[src/rtl/spw_fifo_pkg.sv]
// Shared types and constants for the SpaceWire FIFO blocks.
// Holds the write/read handshake FSM encodings and the FCT credit constants.
package spw_fifo_pkg;

    typedef enum logic {
        WR_IDLE = 1'b0,
        WR_HOLD = 1'b1
    } wr_state_t;

    typedef enum logic {
        RD_IDLE = 1'b0,
        RD_HOLD = 1'b1
    } rd_state_t;

    // One FCT from the remote receiver frees room for eight N-chars.
    localparam int FCT_CREDIT         = 8;
    localparam int MAX_CREDIT_DEFAULT = 56;

endpackage

[src/rtl/mem_data.sv]
// Dual-port N-char storage: synchronous write port, combinational read port.
// Contents are not reset; validity is tracked by the FIFO pointers and counter.
module mem_data #(
    parameter int DWIDTH = 9,
    parameter int AWIDTH = 6
) (
    input  logic              clock,
    input  logic              wr_strobe,
    input  logic [AWIDTH-1:0] wr_addr,
    input  logic [DWIDTH-1:0] wr_data,
    input  logic [AWIDTH-1:0] rd_addr,
    output logic [DWIDTH-1:0] rd_data
);

    logic [DWIDTH-1:0] mem [2**AWIDTH];

    always_ff @(posedge clock) begin
        if (wr_strobe) begin
            mem[wr_addr] <= wr_data;
        end
    end

    assign rd_data = mem[rd_addr];

endmodule

[src/rtl/fifo_tx_credit.sv]
// SpaceWire transmit FIFO with FCT-based link credit tracking.
// Define FIFO_TX_CREDIT_BYPASS_EN to drop the credit logic (loopback / bring-up).
module fifo_tx_credit
    import spw_fifo_pkg::*;
#(
    parameter int DWIDTH     = 9,
    parameter int AWIDTH     = 6,
    parameter int MAX_CREDIT = MAX_CREDIT_DEFAULT
) (
    input  logic              clock,
    input  logic              reset,
    input  logic              wr_en,
    input  logic [DWIDTH-1:0] data_in,
    input  logic              rd_en,
    input  logic              fct_received,
    output logic [DWIDTH-1:0] data_out,
    output logic              f_full,
    output logic              f_empty,
    output logic              ready_tx,
    output logic [5:0]        credit_count,
    output logic              credit_error,
    output logic [AWIDTH:0]   counter
);

    localparam int              DEPTH      = 2**AWIDTH;
    localparam logic [AWIDTH:0] FULL_COUNT = (AWIDTH+1)'(DEPTH);
    localparam logic [AWIDTH:0] CNT_ONE    = (AWIDTH+1)'(1);
    localparam logic [AWIDTH-1:0] PTR_ONE  = AWIDTH'(1);

    wr_state_t         wr_state, wr_state_next;
    rd_state_t         rd_state, rd_state_next;
    logic [AWIDTH-1:0] wr_ptr, rd_ptr;
    logic              wr_do, rd_do;
    logic [AWIDTH:0]   counter_next;

    mem_data #(
        .DWIDTH (DWIDTH),
        .AWIDTH (AWIDTH)
    ) u_mem_data (
        .clock     (clock),
        .wr_strobe (wr_do),
        .wr_addr   (wr_ptr),
        .wr_data   (data_in),
        .rd_addr   (rd_ptr),
        .rd_data   (data_out)
    );

    // Both FSMs turn a level request into exactly one transfer per assertion.
    always_comb begin
        wr_state_next = wr_state;
        wr_do         = 1'b0;
        case (wr_state)
            WR_IDLE: begin
                if (wr_en && !f_full) begin
                    wr_do         = 1'b1;
                    wr_state_next = WR_HOLD;
                end
            end
            WR_HOLD: begin
                if (!wr_en) begin
                    wr_state_next = WR_IDLE;
                end
            end
            default: wr_state_next = WR_IDLE;
        endcase
    end

    always_comb begin
        rd_state_next = rd_state;
        rd_do         = 1'b0;
        case (rd_state)
            RD_IDLE: begin
                if (rd_en && ready_tx) begin
                    rd_do         = 1'b1;
                    rd_state_next = RD_HOLD;
                end
            end
            RD_HOLD: begin
                if (!rd_en) begin
                    rd_state_next = RD_IDLE;
                end
            end
            default: rd_state_next = RD_IDLE;
        endcase
    end

    always_comb begin
        counter_next = counter;
        case ({wr_do, rd_do})
            2'b10:   counter_next = counter + CNT_ONE;
            2'b01:   counter_next = counter - CNT_ONE;
            default: counter_next = counter;
        endcase
    end

    always_ff @(posedge clock or negedge reset) begin
        if (!reset) begin
            wr_state <= WR_IDLE;
            rd_state <= RD_IDLE;
            wr_ptr   <= '0;
            rd_ptr   <= '0;
            counter  <= '0;
            f_full   <= 1'b0;
            f_empty  <= 1'b1;
        end else begin
            wr_state <= wr_state_next;
            rd_state <= rd_state_next;
            if (wr_do) begin
                wr_ptr <= wr_ptr + PTR_ONE;
            end
            if (rd_do) begin
                rd_ptr <= rd_ptr + PTR_ONE;
            end
            counter <= counter_next;
            f_full  <= (counter_next == FULL_COUNT);
            f_empty <= (counter_next == '0);
        end
    end

`ifdef FIFO_TX_CREDIT_BYPASS_EN

    logic unused_fct;

    assign unused_fct   = fct_received;
    assign credit_count = '0;
    assign credit_error = 1'b0;
    assign ready_tx     = !f_empty;

`else

    localparam logic [6:0] FCT_INC   = 7'(FCT_CREDIT);
    localparam logic [6:0] MAX_LIMIT = 7'(MAX_CREDIT);

    logic [6:0] credit_with_fct;
    logic       fct_overflow;
    logic [5:0] credit_next;

    assign ready_tx = !f_empty && (credit_count != 6'd0);

    // An FCT that would push credit past the limit is dropped; the pop still counts.
    always_comb begin
        credit_with_fct = {1'b0, credit_count} + FCT_INC - {6'd0, rd_do};
        fct_overflow    = fct_received && (credit_with_fct > MAX_LIMIT);
        credit_next     = credit_count - {5'd0, rd_do};
        if (fct_received && !fct_overflow) begin
            credit_next = credit_with_fct[5:0];
        end
    end

    always_ff @(posedge clock or negedge reset) begin
        if (!reset) begin
            credit_count <= '0;
            credit_error <= 1'b0;
        end else begin
            credit_count <= credit_next;
            if (fct_overflow) begin
                credit_error <= 1'b1;
            end
        end
    end

`endif

endmodule

[config.mk]
export PLATFORM = sky130hd
export DESIGN_NAME = fifo_tx_credit
export DESIGN_NICKNAME = d
export VERILOG_FILES = /design/src/rtl/spw_fifo_pkg.sv /design/src/rtl/mem_data.sv /design/src/rtl/fifo_tx_credit.sv
export SDC_FILE = /design/constraint.sdc
export NUM_CORES = 1
export LEC_CHECK = 0
export ABC_AREA = 1
export ABC_CLOCK_PERIOD_IN_PS = 5200
export CORE_UTILIZATION = 55
export DETAILED_ROUTE_END_ITERATION = 16
export PLACE_DENSITY = 0.76
export RECOVER_POWER = 100
export SETUP_SLACK_MARGIN = 0.02
export SYNTH_ARGS = -nofsm -noshare
export SYNTH_HDL_FRONTEND = slang
export SYNTH_SLANG_ARGS = --single-unit
[constraint.sdc]
create_clock -name clock -period 5.2 [get_ports clock]
set_input_delay 0.78 -clock clock [delete_from_list [all_inputs] [get_ports clock]]
set_output_delay 0.78 -clock clock [all_outputs]
set_load 0.02 [all_outputs]
==> flow_summary.ini <==
[run_status]
outcome = finished with violations
violations = DRC, capacitance limit, slew limit

[clocking]
cts_repair_resize_count = 0
count_of_clock_tree_sinks = 606
depth_of_the_cts_h_tree = 2
clkSlewWorstSetupHoldPaths_ns = 0.06
total_cts_buffers = 58
post_cts_hold_buffer_count = 0
cts_post_setup_buffers_inserted = 0
clock_insertion_delay_worst_skew_ns = 0.64
clockBufferDepth = 3
clk_root_buffer_cell = clkbuf_16
cts_tree = yes

[run]
max_cap_violations = 11

[sta]
final.period_utilization_pct = 92.7
finalClockSkew_ns = 0.0309
max_clock_freq_mhz = 207
fin_tns_setup_ns = 0
drv_slew = 594
grt_setup_unrepaired = false
tightest_slew_ns = 3.46
timing.final.ws_setup_ns = 0.379
holdWs_ns = 0.482
slew_limit_headroom_pct = -131
period_minus_slack_ns = 4.82
setup_viol = 0
final_hold_viol_count = 0

[synth]
mappedNetlistNets = 2536
async_flop_share_pct = 4.95
synthesized_area_divided_by_synthesized_cell_count_um2 = 10.5
ys_ff_latch = 606
yosys_most_used_dff = edfxtp_1
synth_largest_area_cell = edfxtp_1
post_synth_main_area_contributors = edfxtp_1, nand2_1, nand3_1
share_of_the_synthesized_area_in_the_top_cell_type_pct = 65.9
yosysWarnings = 0
synth-seq-area-share_pct = 68.7
ys_types = 31
synth_area_mm2 = 0.0263
synth_edf_count = 576
syn-instance-count = 2498

[placement]
half_perimeter_wire_length_of_the_detailed_placement_result_um = 36400
place_worst_setup_slack_ns = 1.19
post-place-cells = 3056
routabilityCongestion = 0.854
portBuffers = 39

[setup_path]
most_frequent_cell_on_critical_path = nand2_1
worst-r2r-cell-count = 17
critical_path_class = flop to output pin
critPathMaxFanout = 90
worstPathCellList = clkbuf_4, nand2_1, nand3_1, nand2_1, nand2_1, nand2_1, nor2_1, nand2_1, nand3_1, nand2_1, dlygate4sd3_1
cp-end-kind = output pin
ff2ff_setup_slack_ns = 1.59
worst_path_max_delay_cell = clkbuf_4
cp.arrival_ns = 4.04
worst_setup_path_start_kind = flop
crit_path_max_incr_delay_ns = 0.89
worstPathRequired_ns = 4.42

[min_path]
min_delay_path_depth = 2
worst_hold_path_type = flop to flop

[final_layout]
final_common_cell = nand2_1
layout-drive-gt1-share_pct = 4.61
n_antenna_cell = 0
top_library_cells_by_usage_in_the_layout_fill_and_taps_aside = nand2_1, edfxtp_1, nand3_1
num-nets-final = 2547
final-instance-count-excl-fill = 3165
layout-area-overhead-vs-synth_pct = 10.1

[detailed_routing]
routed_wire_length_per_instance_um = 20.2
postRouteWirelength_um = 63900
drtIter0Drc = 2309
drtPass1Iterations = 14
postRouteAntennaNets = 0
residual_drc = 2
num_vias = 17900
vias_per_cell = 5.64

[floorplanning]
die_x_um = 220
die_y_um = 220
design.die.area_mm2 = 0.0486
std_cell_rows = 79
design.portCount = 40
design.core.area_mm2 = 0.0469
initial_utilization_pct = 56.0

[grt]
grt_first_pass_wirelength_um = 96800
grtUsageTotal_pct = 26.6
antenna_found_initial = 2
grt_overflow_total = 0
first_global_vias = 17300
maximum_number_of_pins_on_one_net_before_global_route_repair = 209

[pwr]
irDropWorstVdd_mv = 0.505
power.leakage_nw = 11.6
power.density_mw_per_mm2 = 540
## final cells by class
class	count	area (um2)
clock buffers	75	1560
clock inverters	34	310
fillers	3588	17900
inverters	277	1050
multi-input cells	1497	6600
flip-flops and latches	606	18100
well taps	607	759
repair buffers	69	574
## cells by family after synthesis
group / after synthesis / synth area share [%]
xor+xnor: 17 / 0.596
flops: 606 / 68.7
compound gates: 90 / 1.99
fa+ha+maj: 24 / 1.20
simple gates: 1366 / 21.4
buf+inv: 395 / 6.07
## cells in the mapped netlist, types with 5 or more instances
library cell  count
o21ai_0          24
dfrtp_1          29
o211ai_1         27
xor2_1           16
ha_1             22
a21oi_1          32
clkbuf_1         32
nor2_1          161
and3_1            6
nand2_1         847
buf_2            77
buf_1             5
edfxtp_1        576
nand4_1          11
inv_2             5
nand3_1         334
o21ai_1           5
inv_1           270
## per-layer routing
metal / global-route usage (%) / vias up / wire length [um]
li1: - / 8294 / -
met1: 36.0 / 8543 / 25500
met2: 43.2 / 869 / 30400
met3: 4.84 / 151 / 5970
met4: 9.98 / 4 / 2000
met5: 0 / - / 25
## path summary, 6_finish.rpt
path,startpoint,end
hold reg to reg,rd_state,rd_state
setup / recovery,rd_ptr[0],data_out[5]
setup reg to reg,credit_count[2],credit_count[5]
min in group asynchronous,reset,counter[3]
hold / removal,rd_state,rd_state
max in group asynchronous,reset,rd_ptr[1]
## registers in the layout, summed over array words and instances, names as in the netlist
register	count
rd_ptr	6
counter	7
u_mem_data.mem	576
f_empty	1
credit_error	1
rd_state	1
f_full	1
wr_state	1
credit_count	6
wr_ptr	6
## report_power, final
group | switching [mW] | internal (mW)
clock network | 1.79 | 2.31
registers | 0.200 | 5.57
logic | 4.07 | 1.66
## worst max-delay path, delay by kind of cell (launching register included)
family,cells,cell delay (ns)
buffers and inverters,2,1.53
AND/OR/NAND/NOR,9,1.20
flip-flops,1,0.67
## metrics by stage
step           utilization [%]  power (mW)  area (um2)
2_1_floorplan                -        9.64       26300
3_3_place_gp              57.8        11.4       27100
3_5_place_dp              57.8        11.5       27100
4_1_cts                   61.8        15.6       29000
5_1_grt                   61.7        16.4       28900
6_report                  61.7        15.6       28900
Power figures use the tool's default switching activity.
